**src/rtl/board_ram_arbiter_pkg.sv**
```systemverilog
// board_ram_arbiter_pkg: shared tetris board constants, requester indices and arbiter types
// Contents: NUM_REQ, REQ_* requester indices, BOARD_ADDR_W/BOARD_DATA_W defaults, owner FSM state, one-hot index helper
package board_ram_arbiter_pkg;
    localparam int NUM_REQ       = 3;
    localparam int REQ_COLLISION = 0;
    localparam int REQ_LINECLEAR = 1;
    localparam int REQ_LOCK      = 2;
    localparam int BOARD_ADDR_W  = 8;
    localparam int BOARD_DATA_W  = 6;

    typedef enum logic {IDLE, OWNED} own_state_t;

    // Index of a zero-or-one-hot requester vector; zero maps to 0
    function automatic logic [1:0] onehot_to_idx(input logic [NUM_REQ-1:0] v);
        return v[0] ? 2'd0 : {v[2], v[1]};
    endfunction
endpackage

```
**src/rtl/board_ram_arbiter_if.sv**
```systemverilog
// board_ram_arbiter_if: requester bus and board RAM port of the arbiter
// Signals: req/addr0-2/wdata0-2/wren from requesters, gnt/rdata/rvalid/busy back to them,
//          ram_addr/ram_data/ram_wren to the RAM, ram_q from the RAM
// Modports: master (requesters + RAM side), slave (arbiter)
interface board_ram_arbiter_if #(
    parameter int ADDR_W = board_ram_arbiter_pkg::BOARD_ADDR_W,
    parameter int DATA_W = board_ram_arbiter_pkg::BOARD_DATA_W
) ();
    import board_ram_arbiter_pkg::*;
    logic [NUM_REQ-1:0] req;
    logic [NUM_REQ-1:0] wren;
    logic [NUM_REQ-1:0] gnt;
    logic [NUM_REQ-1:0] rvalid;
    logic [ADDR_W-1:0]  addr0;
    logic [ADDR_W-1:0]  addr1;
    logic [ADDR_W-1:0]  addr2;
    logic [DATA_W-1:0]  wdata0;
    logic [DATA_W-1:0]  wdata1;
    logic [DATA_W-1:0]  wdata2;
    logic [DATA_W-1:0]  rdata;
    logic               busy;
    logic [ADDR_W-1:0]  ram_addr;
    logic [DATA_W-1:0]  ram_data;
    logic               ram_wren;
    logic [DATA_W-1:0]  ram_q;

    modport master (
        output req, wren, addr0, addr1, addr2, wdata0, wdata1, wdata2, ram_q,
        input  gnt, rvalid, rdata, busy, ram_addr, ram_data, ram_wren
    );

    modport slave (
        input  req, wren, addr0, addr1, addr2, wdata0, wdata1, wdata2, ram_q,
        output gnt, rvalid, rdata, busy, ram_addr, ram_data, ram_wren
    );
endinterface

```
**src/rtl/board_ram_arbiter_rr_pick.sv**
```systemverilog
// rr_pick: combinational round-robin pick of the first requester after last_owner
// Ports: req (request vector), last_owner (index searched after), pick (one-hot winner, zero if no request)
module rr_pick
    import board_ram_arbiter_pkg::*;
(
    input  logic [NUM_REQ-1:0] req,
    input  logic [1:0]         last_owner,
    output logic [NUM_REQ-1:0] pick
);
    logic [2:0]         sh;
    logic [NUM_REQ-1:0] rot;
    logic [NUM_REQ-1:0] first;

    // Rotate so last_owner+1 sits at bit 0, take the lowest set bit, rotate back
    always_comb begin
        sh    = {1'b0, last_owner} + 3'd1;
        rot   = NUM_REQ'({req, req} >> sh);
        first = rot & (~rot + 1'b1);
        pick  = NUM_REQ'(({first, first} << sh) >> NUM_REQ);
    end
endmodule

```
**src/rtl/board_ram_arbiter.sv**
```systemverilog
// board_ram_arbiter: round-robin board RAM arbiter for collision, line-clear and lock requesters
// Ports: clk (rising edge), reset (async, active-high),
//        bus (slave side of board_ram_arbiter_if: req/addr/wdata/wren in, gnt/rdata/rvalid/busy out,
//             ram_addr/ram_data/ram_wren to the RAM, ram_q from the RAM with one-cycle latency)
module board_ram_arbiter
    import board_ram_arbiter_pkg::*;
#(
    parameter int MAX_BURST = 32,
    parameter int ADDR_W    = BOARD_ADDR_W,
    parameter int DATA_W    = BOARD_DATA_W
) (
    input  logic              clk,
    input  logic              reset,
    board_ram_arbiter_if.slave bus
);
    localparam int            CW      = $clog2(MAX_BURST + 1);
    localparam logic [CW-1:0] MAX_CNT = CW'(MAX_BURST);

    own_state_t         state, state_n;
    logic [NUM_REQ-1:0] gnt, gnt_n, pick, issue, rd;
    logic [1:0]         last_owner, owner, rr_base;
    logic [CW-1:0]      count, count_n;
    logic               keep;
    logic [ADDR_W-1:0]  mux_addr;
    logic [DATA_W-1:0]  mux_data;

    assign owner = onehot_to_idx(gnt);
    // While owned, search after the owner so a revoked owner goes to the back of the line
    assign rr_base = (state == OWNED) ? owner : last_owner;

    rr_pick u_rr (
        .req        (bus.req),
        .last_owner (rr_base),
        .pick       (pick)
    );

    always_ff @(posedge clk or posedge reset) begin
        if (reset) begin
            state      <= IDLE;
            gnt        <= '0;
            last_owner <= 2'(REQ_LOCK);
            count      <= '0;
            rd         <= '0;
        end else begin
            state <= state_n;
            gnt   <= gnt_n;
            count <= count_n;
            rd    <= issue & ~bus.wren;
            if (|gnt_n)
                last_owner <= onehot_to_idx(gnt_n);
        end
    end

    // Owner keeps the grant unless it drops req or hits the burst limit with someone waiting
    always_comb begin
        keep    = (state == OWNED) && bus.req[owner] && !(count >= MAX_CNT && |(bus.req & ~gnt));
        gnt_n   = keep ? gnt : pick;
        state_n = |gnt_n ? OWNED : IDLE;
        count_n = keep ? ((count == MAX_CNT) ? count : count + 1'b1) : (|gnt_n ? CW'(1) : '0);
    end

    always_comb begin
        issue        = gnt & bus.req;
        mux_addr     = issue[0] ? bus.addr0 : issue[1] ? bus.addr1 : issue[2] ? bus.addr2 : '0;
        mux_data     = issue[0] ? bus.wdata0 : issue[1] ? bus.wdata1 : issue[2] ? bus.wdata2 : '0;
        bus.ram_addr = mux_addr;
        bus.ram_data = mux_data;
        bus.ram_wren = |(issue & bus.wren);
        bus.gnt      = gnt;
        bus.busy     = |gnt;
        bus.rvalid   = rd;
        bus.rdata    = bus.ram_q;
    end
endmodule
```
**src/flat_wrapper.sv**
```systemverilog
// flat-port wrapper written by rule: the top's interface ports become plain ports
module board_ram_arbiter_flat import board_ram_arbiter_pkg::*;
#(
    parameter int MAX_BURST = 32,
    parameter int ADDR_W    = BOARD_ADDR_W,
    parameter int DATA_W    = BOARD_DATA_W
)
  (clk, reset, bus_req, bus_wren, bus_addr0, bus_addr1, bus_addr2, bus_wdata0, bus_wdata1, bus_wdata2, bus_ram_q, bus_gnt, bus_rvalid, bus_rdata, bus_busy, bus_ram_addr, bus_ram_data, bus_ram_wren);
  board_ram_arbiter_if #(.ADDR_W(ADDR_W), .DATA_W(DATA_W)) bus_i ();
  input  logic clk;
  input  logic reset;
  input wire logic [$bits(bus_i.req)-1:0] bus_req;
  input wire logic [$bits(bus_i.wren)-1:0] bus_wren;
  input wire logic [$bits(bus_i.addr0)-1:0] bus_addr0;
  input wire logic [$bits(bus_i.addr1)-1:0] bus_addr1;
  input wire logic [$bits(bus_i.addr2)-1:0] bus_addr2;
  input wire logic [$bits(bus_i.wdata0)-1:0] bus_wdata0;
  input wire logic [$bits(bus_i.wdata1)-1:0] bus_wdata1;
  input wire logic [$bits(bus_i.wdata2)-1:0] bus_wdata2;
  input wire logic [$bits(bus_i.ram_q)-1:0] bus_ram_q;
  output wire logic [$bits(bus_i.gnt)-1:0] bus_gnt;
  output wire logic [$bits(bus_i.rvalid)-1:0] bus_rvalid;
  output wire logic [$bits(bus_i.rdata)-1:0] bus_rdata;
  output wire logic [$bits(bus_i.busy)-1:0] bus_busy;
  output wire logic [$bits(bus_i.ram_addr)-1:0] bus_ram_addr;
  output wire logic [$bits(bus_i.ram_data)-1:0] bus_ram_data;
  output wire logic [$bits(bus_i.ram_wren)-1:0] bus_ram_wren;
  assign bus_i.req = bus_req;
  assign bus_i.wren = bus_wren;
  assign bus_i.addr0 = bus_addr0;
  assign bus_i.addr1 = bus_addr1;
  assign bus_i.addr2 = bus_addr2;
  assign bus_i.wdata0 = bus_wdata0;
  assign bus_i.wdata1 = bus_wdata1;
  assign bus_i.wdata2 = bus_wdata2;
  assign bus_i.ram_q = bus_ram_q;
  assign bus_gnt = bus_i.gnt;
  assign bus_rvalid = bus_i.rvalid;
  assign bus_rdata = bus_i.rdata;
  assign bus_busy = bus_i.busy;
  assign bus_ram_addr = bus_i.ram_addr;
  assign bus_ram_data = bus_i.ram_data;
  assign bus_ram_wren = bus_i.ram_wren;
  board_ram_arbiter #(.MAX_BURST(MAX_BURST), .ADDR_W(ADDR_W), .DATA_W(DATA_W)) u_core (.clk(clk), .reset(reset), .bus(bus_i));
endmodule
```
**config.mk**
```make
export PLATFORM = sky130hd
export DESIGN_NAME = board_ram_arbiter_flat
export DESIGN_NICKNAME = d
export VERILOG_FILES = /design/src/rtl/board_ram_arbiter_pkg.sv /design/src/rtl/board_ram_arbiter_if.sv /design/src/rtl/board_ram_arbiter_rr_pick.sv /design/src/rtl/board_ram_arbiter.sv /design/src/flat_wrapper.sv
export SDC_FILE = /design/constraint.sdc
export NUM_CORES = 1
export LEC_CHECK = 0
export CELL_PAD_IN_SITES_DETAIL_PLACEMENT = 1
export CELL_PAD_IN_SITES_GLOBAL_PLACEMENT = 2
export CORE_MARGIN = 4
export CORE_UTILIZATION = 22
export CTS_BUF_LIST = sky130_fd_sc_hd__clkbuf_8
export DETAILED_ROUTE_END_ITERATION = 8
export HOLD_SLACK_MARGIN = 0.08
export PLACE_DENSITY_LB_ADDON = 0.1
export REMOVE_ABC_BUFFERS = 1
export SETUP_SLACK_MARGIN = 0.02
export SYNTH_ARGS = -nofsm -noshare
export SYNTH_HDL_FRONTEND = slang
export SYNTH_SLANG_ARGS = --single-unit
```
**constraint.sdc**
```tcl
create_clock -name clk -period 4.95 [get_ports clk]
set_input_delay 1.2375 -clock clk [delete_from_list [all_inputs] [get_ports clk]]
set_output_delay 1.2375 -clock clk [all_outputs]
set_load 0.03 [all_outputs]
```
==> results.py <==
metrics = {
    "final_layout": {
        "antenna_cells": 0,
        "fin_util": 0.343,
        "fill_cells": 780,
        "layout.nets": 310,
        "drive_gt1_frac": 0.144,
        "syn2layout_area_growth_pct": 49.9,
    },
    "floorplan": {
        "die_x_um": 89.7,
        "start_util": 0.229,
        "ioPinCount": 84,
        "rows": 29,
        "die_area_mm2": 0.00805,
        "core_mm2": 0.00642,
        "dieHeight_um": 89.7,
    },
    "critical_path": {
        "crit_family": "buffers and inverters",
        "cp.required_ns": 3.71,
        "startpoint_type": "input pin",
        "critical_path.max_stage_delay_ns": 0.70,
        "cp_max_fo": 11,
        "r2r_cells": 10,
        "worst_r2r_endpoint": "u_core.last_owner[1]",
        "path_class": "in2out",
        "cp_num_buf_inv": 2,
        "crit_chain": "clkdlybuf4s50_1 -> and2_1 -> nand2_1 -> nand2_1 -> clkdlybuf4s50_1",
        "slowest_stage": "clkdlybuf4s50_1",
        "reg2reg_from": "u_core.bus.gnt[1]",
        "r2r_slack_ns": 2.08,
        "crit_path_end_kind": "output pin",
        "critPathArrivalTime_ns": 2.97,
    },
    "sta": {
        "fin_crit_sh": 0.851,
        "tns_ns": 0,
        "hold_violations": 0,
        "slew_violations": 0,
        "fin_worst_skew_ns": 0.00535,
        "rsz0062_at_grt": "false",
        "slew_headroom": 0.319,
        "setup_viol": 0,
        "layout_min_cycle_time_ns": 4.21,
        "worst_pin_slew_ns": 1.02,
        "clock.fmax_ghz": 0.237,
    },
    "yosys": {
        "yosys.area_share.simple": 0.279,
        "syn_avg_cell_area_um2": 7.81,
        "syn_inst": 188,
        "synth_edf_count": 0,
        "yosysMostFrequentCell": "nand2_1",
        "synth_top_family_by_area": "compound AO/OA/AOI/OAI gates",
        "yosys-mux-area-fraction": 0.00681,
        "synthAdderAreaFrac": 0.0256,
        "synthArstFlopShare": 1.00,
        "synth_flop_cell": "dfrtp_1",
        "synth.distinct_cells": 54,
        "synth_top_area_frac": 0.239,
        "synth_common_cells": "nand2_1 (22), o21ai_0 (19), a22oi_1 (15), nor2_1 (15), dfrtp_1 (14)",
        "yosys-top-cells-area": "dfrtp_1 (24%), a22oi_1 (7.7%), o21ai_0 (6.5%)",
        "ys_seq_elements": 15,
        "yosysWarnings": 0,
        "synth-seq-area-share": 0.256,
        "netlist_area_mm2": 0.00147,
        "yosys.area.top_type": "dfrtp_1",
        "yosys.area_share.xor_xnor": 0.0298,
        "synth_compound_area_frac": 0.291,
    },
    "placed_design": {
        "io_buffers": 71,
        "hpwlAfterDp_mm": 4.26,
        "gp_congestion": 0.765,
    },
    "global_route": {
        "grt_pass1_wl_mm": 8.58,
        "grt_use_total": 0.127,
        "antenna_found_initial": 0,
        "grt_pass1_vias": 1642,
        "grt_max_degree": 30,
        "grt_overflow": 0,
    },
    "clock_network": {
        "cts_max_path_buffers": 2,
        "clkLatencyLatePin_ns": 0.25,
        "cts_tree": "done",
        "clock-sinks": 15,
        "ctsResizeCount": 0,
        "path_clk_slew_ns": 0.06,
        "cts_hold_buf": 0,
        "h-tree-depth": 1,
        "clock-root-buffer": "clkbuf_8",
        "cts_setup_buffers": 0,
        "numCtsBuffers": 3,
    },
    "detailed_routing": {
        "num_vias": 1596,
        "drtIter0Drc": 45,
        "finalWirelength_mm": 5.31,
        "drc": 0,
        "wire_per_inst_um": 16.2,
        "ant_nets": 0,
        "dr.pass1.iters": 4,
        "vias_per_cell": 4.88,
    },
    "min_path": {
        "hold_end": "u_core.count[4]",
        "whs_path_depth": 2,
        "hold_class": "reg2reg",
        "holdCritStartpoint": "u_core.count[4]",
    },
    "run_status": {
        "status": "completed",
    },
    "pwr": {
        "leakage_nw": 0.891,
        "max-vdd-ir-drop_v": 0.000233,
        "power_density_mw_per_mm2": 565,
        "power_w": 0.00124,
    },
    "flow_run": {
        "drv_cap": 0,
    },
}
registers in the layout, indices dropped and copies added, names as in the netlist:
register	count
u_core.last_owner	2
u_core.state	1
u_core.count	6
u_core.bus.gnt	3
u_core.bus.rvalid	3
through the flow:
| stage | cell area (µm²) | cells | setup slack [ns] | hold WS, ns |
|---|---|---|---|---|
| 2_1_floorplan | 1350 | 170 | 0.863 | 0.519 |
| 3_3_place_gp | 2160 | 323 | 0.689 | 0.554 |
| 3_5_place_dp | 2160 | 323 | 0.709 | 0.560 |
| 4_1_cts | 2200 | 327 | 0.704 | 0.599 |
| 5_1_grt | 2200 | 327 | 0.663 | 0.649 |
| 6_report | 2200 | 327 | 0.739 | 0.598 |
worst max path at each step:
stage                     from              end  depth (start not counted)  slack [ns]
detailed placement  bus_req[1]     bus_ram_wren                          5        0.71
global placement    bus_req[1]     bus_ram_wren                          5        0.69
global route        bus_req[1]     bus_ram_wren                          5        0.66
floorplan           bus_req[1]  bus_ram_addr[0]                          4        0.86
CTS                 bus_req[1]     bus_ram_wren                          5        0.70
finish              bus_req[1]     bus_ram_wren                          5        0.74
routing by layer:
metal | global-route usage | up-vias | share of wire
li1 | - | 799 | -
met1 | 0.164 | 765 | 0.46
met2 | 0.232 | 32 | 0.51
met3 | 0.0234 | 0 | 0.027
met4 | 0.00766 | 0 | 0
met5 | 0 | - | 0
power breakdown:
group / internal (W) / switching [W]
Clock: 0.0000557 / 0.0000431
Sequential: 0.000169 / 0.0000611
Combinational: 0.000402 / 0.000512
Total: 0.000627 / 0.000617
area by class of cell:
| cell class | count | area, µm² | area share |
|---|---|---|---|
| clock inverters | 1 | 5.00 | 0.00227 |
| inverters | 11 | 41.3 | 0.0188 |
| clock buffers | 3 | 41.3 | 0.0188 |
| well taps | 77 | 96.3 | 0.0438 |
| repair buffers | 76 | 713 | 0.324 |
| flip-flops and latches | 15 | 377 | 0.171 |
| multi-input cells | 144 | 928 | 0.422 |
worst register-to-register path: stages, from the launching register on:
cell and delay, ns:
dfrtp_1 0.52, and3b_2 0.30, nor2_1 0.24, inv_1 0.08, ha_1 0.44, nor3b_1 0.25, nand3_1 0.11, a21o_1 0.18
o211a_1 0.16, and4_1 0.21, o31a_2 0.32
cells by family after synthesis:
kind of cell | after synthesis
multiplexers | 1
XOR/XNOR | 5
AND/OR/NAND/NOR | 74
AO/OA/AOI/OAI | 61
buffers and inverters | 29
flip-flops | 15
adder cells (fa/ha/maj) | 3
cells in the final DEF, fill, tap and decap left out, drive strengths merged, types with 4 or more instances in the layout:
cell	Yosys	final
buf	11	19
nand2	22	22
a21oi	7	7
o21ai	19	19
nor2	15	15
a22oi	15	15
nand3b	4	4
dfrtp	14	14
nand3	4	4
inv	11	11
clkdlybuf4s50	0	57
No activity file was read; power rests on OpenSTA's default activity.
